$ cat src/rtl/binary_search_ctrl.sv
// Sequencing FSM for a binary search datapath over a synchronous RAM with 1-cycle read latency.
// Drives init/up/down strobes and reports done, found, watchdog error and the comparison count.
module binary_search_ctrl #(
  parameter int unsigned LOGN      = 5,
  parameter int unsigned MAX_STEPS = LOGN + 1
) (
  input  logic          clk,
  input  logic          reset,
  input  logic          start,
  input  logic          fl_eq_cl,
  input  logic          A_eq_B,
  input  logic          A_gt_B,
  output logic          init_reg,
  output logic          look_up,
  output logic          look_down,
  output logic          busy,
  output logic          done,
  output logic          found,
  output logic          err,
  output logic [LOGN:0] steps
);

  typedef enum logic [2:0] {
    StIdle,
    StLoad,
    StWait,
    StCmp,
    StDone
  } state_e;

  localparam logic [LOGN:0] StepsMax = (LOGN + 1)'(MAX_STEPS);
  localparam logic [LOGN:0] StepOne  = (LOGN + 1)'(1);

  state_e        state_q, state_d;
  logic [LOGN:0] steps_q, steps_d;
  logic          found_q, found_d;
  logic          err_q, err_d;
  logic [LOGN:0] steps_inc;
  logic          init_raw, up_raw, down_raw;

  assign steps_inc = steps_q + StepOne;

  always_ff @(posedge clk) begin
    if (reset) begin
      state_q <= StIdle;
      steps_q <= '0;
      found_q <= 1'b0;
      err_q   <= 1'b0;
    end else begin
      state_q <= state_d;
      steps_q <= steps_d;
      found_q <= found_d;
      err_q   <= err_d;
    end
  end

  always_comb begin
    state_d  = state_q;
    steps_d  = steps_q;
    found_d  = found_q;
    err_d    = err_q;
    init_raw = 1'b0;
    up_raw   = 1'b0;
    down_raw = 1'b0;
    busy     = 1'b0;
    done     = 1'b0;

    unique case (state_q)
      StIdle: begin
        if (start) state_d = StLoad;
      end
      StLoad: begin
        init_raw = 1'b1;
        busy     = 1'b1;
        steps_d  = '0;
        found_d  = 1'b0;
        err_d    = 1'b0;
        state_d  = StWait;
      end
      StWait: begin
        // New loc must pass through the RAM's registered address before compare.
        busy    = 1'b1;
        state_d = StCmp;
      end
      StCmp: begin
        busy    = 1'b1;
        steps_d = steps_inc;
        if (A_eq_B) begin
          found_d = 1'b1;
          state_d = StDone;
        end else if (fl_eq_cl) begin
          found_d = 1'b0;
          state_d = StDone;
        end else if (steps_inc >= StepsMax) begin
          found_d = 1'b0;
          err_d   = 1'b1;
          state_d = StDone;
        end else if (A_gt_B) begin
          up_raw  = 1'b1;
          state_d = StWait;
        end else begin
          down_raw = 1'b1;
          state_d  = StWait;
        end
      end
      StDone: begin
        done = 1'b1;
        if (start) state_d = StLoad;
      end
      default: begin
        state_d = StIdle;
      end
    endcase
  end

  // Datapath must never move in a reset cycle, even mid-search.
  assign init_reg  = init_raw & ~reset;
  assign look_up   = up_raw & ~reset;
  assign look_down = down_raw & ~reset;

  assign found = found_q;
  assign err   = err_q;
  assign steps = steps_q;

endmodule
$ cat config.mk
export PLATFORM = sky130hd
export DESIGN_NAME = binary_search_ctrl
export DESIGN_NICKNAME = d
export VERILOG_FILES = /design/src/rtl/binary_search_ctrl.sv
export SDC_FILE = /design/constraint.sdc
export NUM_CORES = 1
export LEC_CHECK = 0
export CAP_MARGIN = 20
export CORE_MARGIN = 1
export CORE_UTILIZATION = 45
export CTS_BUF_LIST = sky130_fd_sc_hd__clkbuf_16
export CTS_CLUSTER_SIZE = 16
export DETAILED_ROUTE_END_ITERATION = 16
export PLACE_DENSITY = 0.79
export SLEW_MARGIN = 20
export SYNTH_ARGS = -nofsm -noshare
export SYNTH_HDL_FRONTEND = slang
export SYNTH_SLANG_ARGS = --single-unit
$ cat constraint.sdc
create_clock -name clk -period 2.5 [get_ports clk]
set_clock_uncertainty 0.05 [all_clocks]
set_input_delay 0.75 -clock clk [delete_from_list [all_inputs] [get_ports clk]]
set_output_delay 0.75 -clock clk [all_outputs]
set_load 0.05 [all_outputs]
Yosys cells after proc, flatten, opt, wreduce, memory -nomap -nowiden
Cells that the tools add are included.
- $add $sub $neg: 1
- $mul: 0
- divide/modulo/power cells: 0
- magnitude comparators: 1
- eq/ne operators: 9
- shift-type cells: 0
- mux-type cells: 27
- bitwise logic cells: 4
- reduce and logical (&&, ||, !) cells: 6
- operators with widths (operator ; count):
    $mux W1 ; 19
    $mux W3 ; 4
    $pmux W3 S4 ; 1
    $pmux W6 S2 ; 1
    $add A6 B1 Y6 const B ; 1
    $eq A3 B2 Y1 const B ; 2
    $ge A6 B3 Y1 const B ; 1
    $ne A2 B2 Y1 const B ; 3
    $ne A4 B4 Y1 const B ; 1
    $pmux W1 S2 ; 2
    $reduce_and A4 Y1 ; 1
    $and A1 B1 Y1 ; 3
    $eq A3 B1 Y1 const B ; 1
    $eq A3 B3 Y1 const B ; 1
    $logic_not A3 Y1 ; 1
    $reduce_or A3 Y1 ; 1
    $ne A2 B1 Y1 const B ; 1
    $reduce_and A2 Y1 ; 1
    $reduce_bool A2 Y1 ; 1
    $reduce_or A2 Y1 ; 1
    $not A1 Y1 ; 1
- bits in registers: 11
- bits in latches: 0
- RAM bits: 0
- ROM bits: 0
- input port bits: 6
- output and inout bits: 13
- word-level logic and storage cells: 52
- memories kept: 0

Logic depth before layout (Yosys ltp)
- depth in word-level cells: 7
- mapped depth: 6

Least setup slack after synthesis
Ideal clock, no wire load.
- kind: reg2out
- start point: reg steps_q[1], in the netlist steps[1]
- end point: out look_down
- data arrival time: 3.240 ns
- data required time: 1.700 ns
- path slack: -1.540 ns
- cell stages (with the launch flop): 7
- path buffers: 0
- path through: dfxtp_1 > inv_1 > ha_1 > or2b_1 > a211oi_1 > o32ai_2 > nor4_1
- word-level cells in the longest chain between the ends: 7
- RTL lines (element ; RTL line ; source):
    from (decl) ; 35 ; logic [LOGN:0] steps_q, steps_d;
    from (signal assigned) ; 51 ; steps_q <= steps_d;
    $add A6 B1 Y6 ; 41 ; assign steps_inc = steps_q + StepOne;
    $ge A6 B3 Y1 ; 94 ; end else if (steps_inc >= StepsMax) begin
    $mux W1 ; 94 ;
    $mux W1 ; 91 ; end else if (fl_eq_cl) begin
    $mux W1 ; 88 ; if (A_eq_B) begin
    $mux W1 ; 68 ; unique case (state_q)
    $and A1 B1 Y1 ; 119 ; assign look_down = down_raw & ~reset;
    to (decl) ; 15 ; output logic look_down,
Every way passes these cells.

Final worst setup path
Same ends and word-level chain as after synthesis.

==> impl_summary.txt <==
----------------------------------------------------
[Floorplanning]
  Die ar. ... 1730 um2
  I/O pin cnt ... 19
  Die height ... 41.6 um
  Rows ... 13
  Placeable core area ... 1380 um2
  Die span in x ... 41.6 um
  Initial core utilization ... 51.0%

[GRT]
  Highest-utilization routing layer at the global route stage ... met2
  Wire length of the first global-routing pass ... 4000 um
  Total congestion overflow after global routing ... 0
  Met3 usage ... 6.52%
  Met2 usage in global routing ... 53.4%
  Initial antenna violation count ... 0
  Fraction of met1 tracks used by global routing ... 32.4%
  Pin count of the biggest net entering global routing ... 16
  Via count of the first global-routing pass ... 907
  Overall track demand over capacity in global routing ... 30.1%

[Power and ir drop]
  Design Power ... 645 uW
  VDD IR max ... 484 uV
  Reported leakage power ... 0.449 nW
  Power per unit of standard cell area ... 523 nW/um2

[Timing]
  Slew @ Worst Pin ... 0.500 ns
  RSZ-0062 raised after global routing ... true
  Worst max-slew margin expressed relative to the limit ... 66.6%
  Shortest period the worst path allows ... 2.76 ns
  Fraction of the cycle the final worst path needs ... 110%
  Final Max Tran Viols ... 0
  Number of hold violations in the final report ... 0
  Max frequency ... 362 MHz
  Sum of negative setup slack ... -0.568 ns
  Final count of negative-setup-slack endpoints ... 3
  Final WS setup ... -0.262 ns

[Synthesis]
  Post-Syn Nets ... 100
  Cell type with the largest total area after synthesis ... dfxtp_1
  Post-synthesis cell area ... 704 um2
  Synth warnings ... 0
  Register area share after synthesis ... 31.3%
  Number of register bits inferred by synthesis ... 11
  Fraction of synthesized cell area taken by the top area cell type ... 31.3%
  Count of different cell masters after synthesis ... 37
  Cell types with the largest area share after synthesis ... dfxtp_1, a21oi_1, nor3_1
  Syn_area_per_cell ... 7.66 um2
  Synthesized netlist cell count ... 92

[Clock network]
  CTS H-tree lvls ... 1
  Post-CTS clock slew at the launch and capture registers of the worst setup and hold paths ... 0.04 ns
  Number of buffers created by CTS ... 3
  Clock root buffer ... clkbuf_16
  Insertion delay of the later-clocked pin in the worst-skew pair ... 0.24 ns
  TritonCTS clock tree ... done
  Sink Count ... 11
  Maximum buffer depth of the clock tree ... 2

[Route]
  Routed wire length ... 2570 um
  Mean number of vias per cell ... 6.17
  Vias post-DR ... 870
  Post-route antenna net violation count ... 0
  Number of optimization iterations in the first detailed-route pass ... 4
  Number of DRC violations after detailed routing ... 0
  WL/cell ... 18.2 um
  Initial drt markers ... 38

[Layout]
  Cell Count, Final, Fillers Out ... 141
  Area Growth Syn to Fin ... 75.0%
  Fill count ... 66
  Proportion of layout cells with a drive suffix above 1 ... 35.7%
  Ant. Diodes ... 0
  Layout Nets ... 135

[Critical path]
  Critical path startpoint category ... flop
  Endpoint kind of the worst setup timing path ... output pin
  Critical path buffers and inverters ... 2
  Category of cells accounting for the largest share of critical-path delay ... simple AND/OR/NAND/NOR gates
  CP Class ... flop to output pin
  Endpoint required time on the critical path ... 1.70 ns
  Endpoint arrival time on the critical path ... 1.96 ns
  Maximum fanout encountered on the critical timing path ... 3
  Critical-path cell list ... inv_2 > ha_4 > or2b_4 > a211oi_4 > o32ai_4 > nor4_4 > buf_12
  Library cell contributing the largest single delay on the critical path ... dfxtp_4
  Delay of the slowest critical-path stage ... 0.34 ns

[Run status]
  Violations in the final reports ... setup timing
  Run status ... finished with violations

[Placed design]
  Post-DP HPWL ... 1500 um
  Dpl cells ... 136
  Routability Congestion ... 0.833
  PortBufs ... 18

[Hold path]
  Classification of the worst-slack hold path ... flop to flop

[Run]
  Number of max-cap violations ... 0

----------------------------------------------------
==> through the flow <==
| step | hold WS [ns] | setup WS, ns | cell area, um2 | utilization (%) |
|---|---|---|---|---|
| finish | 0.447 | -0.262 | 1230 | 89.1 |
| global route | 0.472 | -0.342 | 1230 | 89.1 |
| CTS | 0.473 | -0.303 | 1210 | 87.2 |
| detailed placement | 0.458 | -0.302 | 1100 | 79.6 |
| global placement | 0.431 | -0.249 | 1100 | 79.6 |
| floorplan | 0.452 | -0.423 | 769 | - |
==> cell type report <==
type                       count  area, um2  share of cell area, %
clock buffer                   3       75.1                   6.09
clock inverter                 1       3.75                  0.305
inverter                       4       15.0                   1.22
multi-input combinational     71        538                   43.7
sequential                    11        229                   18.6
tap                           15       18.8                   1.52
timing repair buffer          36        353                   28.6
==> tightest hold or removal path: cells and delay by family, from the launching register on <==
family,cells,cell delay [ns]
compound gates,2,0.15
flops,1,0.30
==> sequential cells by signal (all words and copies together) (netlist names) <==
register / flops
state_q: 3
steps: 6
err: 1
found: 1
==> placed cells by master (no fill, tap or decap), types with 2 or more instances in the layout <==
cell / n
nand3_1: 3
o21ai_0: 6
nand2_1: 8
buf_4: 19
nor4_4: 2
nand3b_1: 2
a21oi_1: 7
dfxtp_1: 6
nor2b_1: 2
o21ai_1: 2
and2_1: 2
clkdlybuf4s50_1: 13
nor2_1: 8
buf_12: 4
nor3_1: 5
inv_1: 4
dfxtp_2: 4
clkbuf_16: 3
==> path summary, 6_finish.rpt <==
check / start / to / slack, ns / depth (start not counted)
setup / recovery: steps[1]$_SDFFE_PP0P_ / look_down / -0.26 / 7
hold / removal: err$_SDFFE_PP0P_ / err$_SDFFE_PP0P_ / 0.45 / 2
setup reg to reg: steps[0]$_SDFFE_PP0P_ / state_q[1]$_SDFFE_PP0P_ / 0.71 / 6
hold reg to reg: err$_SDFFE_PP0P_ / err$_SDFFE_PP0P_ / 0.45 / 2
==> where the power goes <==
group / leakage (nW) / internal [mW] / switching (mW)
Sequential: 0.0922 / 0.183 / 0.0105
Clock: 0.0423 / 0.210 / 0.0820
Combinational: 0.314 / 0.0651 / 0.0940
Total: 0.449 / 0.459 / 0.186
==> cells by family after synthesis <==
family,share of synthesized area (%)
flip-flops,31.3
AND/OR/NAND/NOR,34.1
XOR/XNOR,1.24
buffers and inverters,6.75
AO/OA/AOI/OAI,21.7
adder cells (fa/ha/maj),3.55
multiplexers,1.42
==> what timing repair did <==
action                                  in CTS  in global routing
hold buffers                                 0                  0
setup buffers                                1                  0
endpoints found under the setup margin       3                  3
gates resized for setup                      2                  5
pin swaps                                    2                  4
==> cells in the mapped netlist <==
cell type,n
and3_1,1
nand3_2,1
nand3b_1,2
o32ai_1,1
and2_1,2
o211ai_1,1
nand2b_1,1
ha_1,2
clkbuf_2,1
dfxtp_1,11
nor2_1,8
inv_1,4
or4_1,1
o21ai_1,2
nor2b_1,2
nor4b_2,1
nor3b_1,1
buf_2,1
clkbuf_1,2
nand4_1,1
nor4_1,2
o21ai_0,6
or2b_1,1
mux2i_1,1
o32a_2,1
buf_4,2
o21a_1,1
a311o_1,1
a211oi_1,1
o32ai_2,1
or2_2,1
nand3_1,4
nand2_1,8
a21oi_1,7
a2bb2oi_1,1
xnor2_1,1
nor3_1,7
==> layer usage <==
metal / up-vias / wire length [um]
met5: - / 0
met4: 0 / 88
met3: 12 / 148
met2: 44 / 1320
met1: 411 / 1010
li1: 403 / -
No activity file was read; power rests on OpenSTA's default activity.
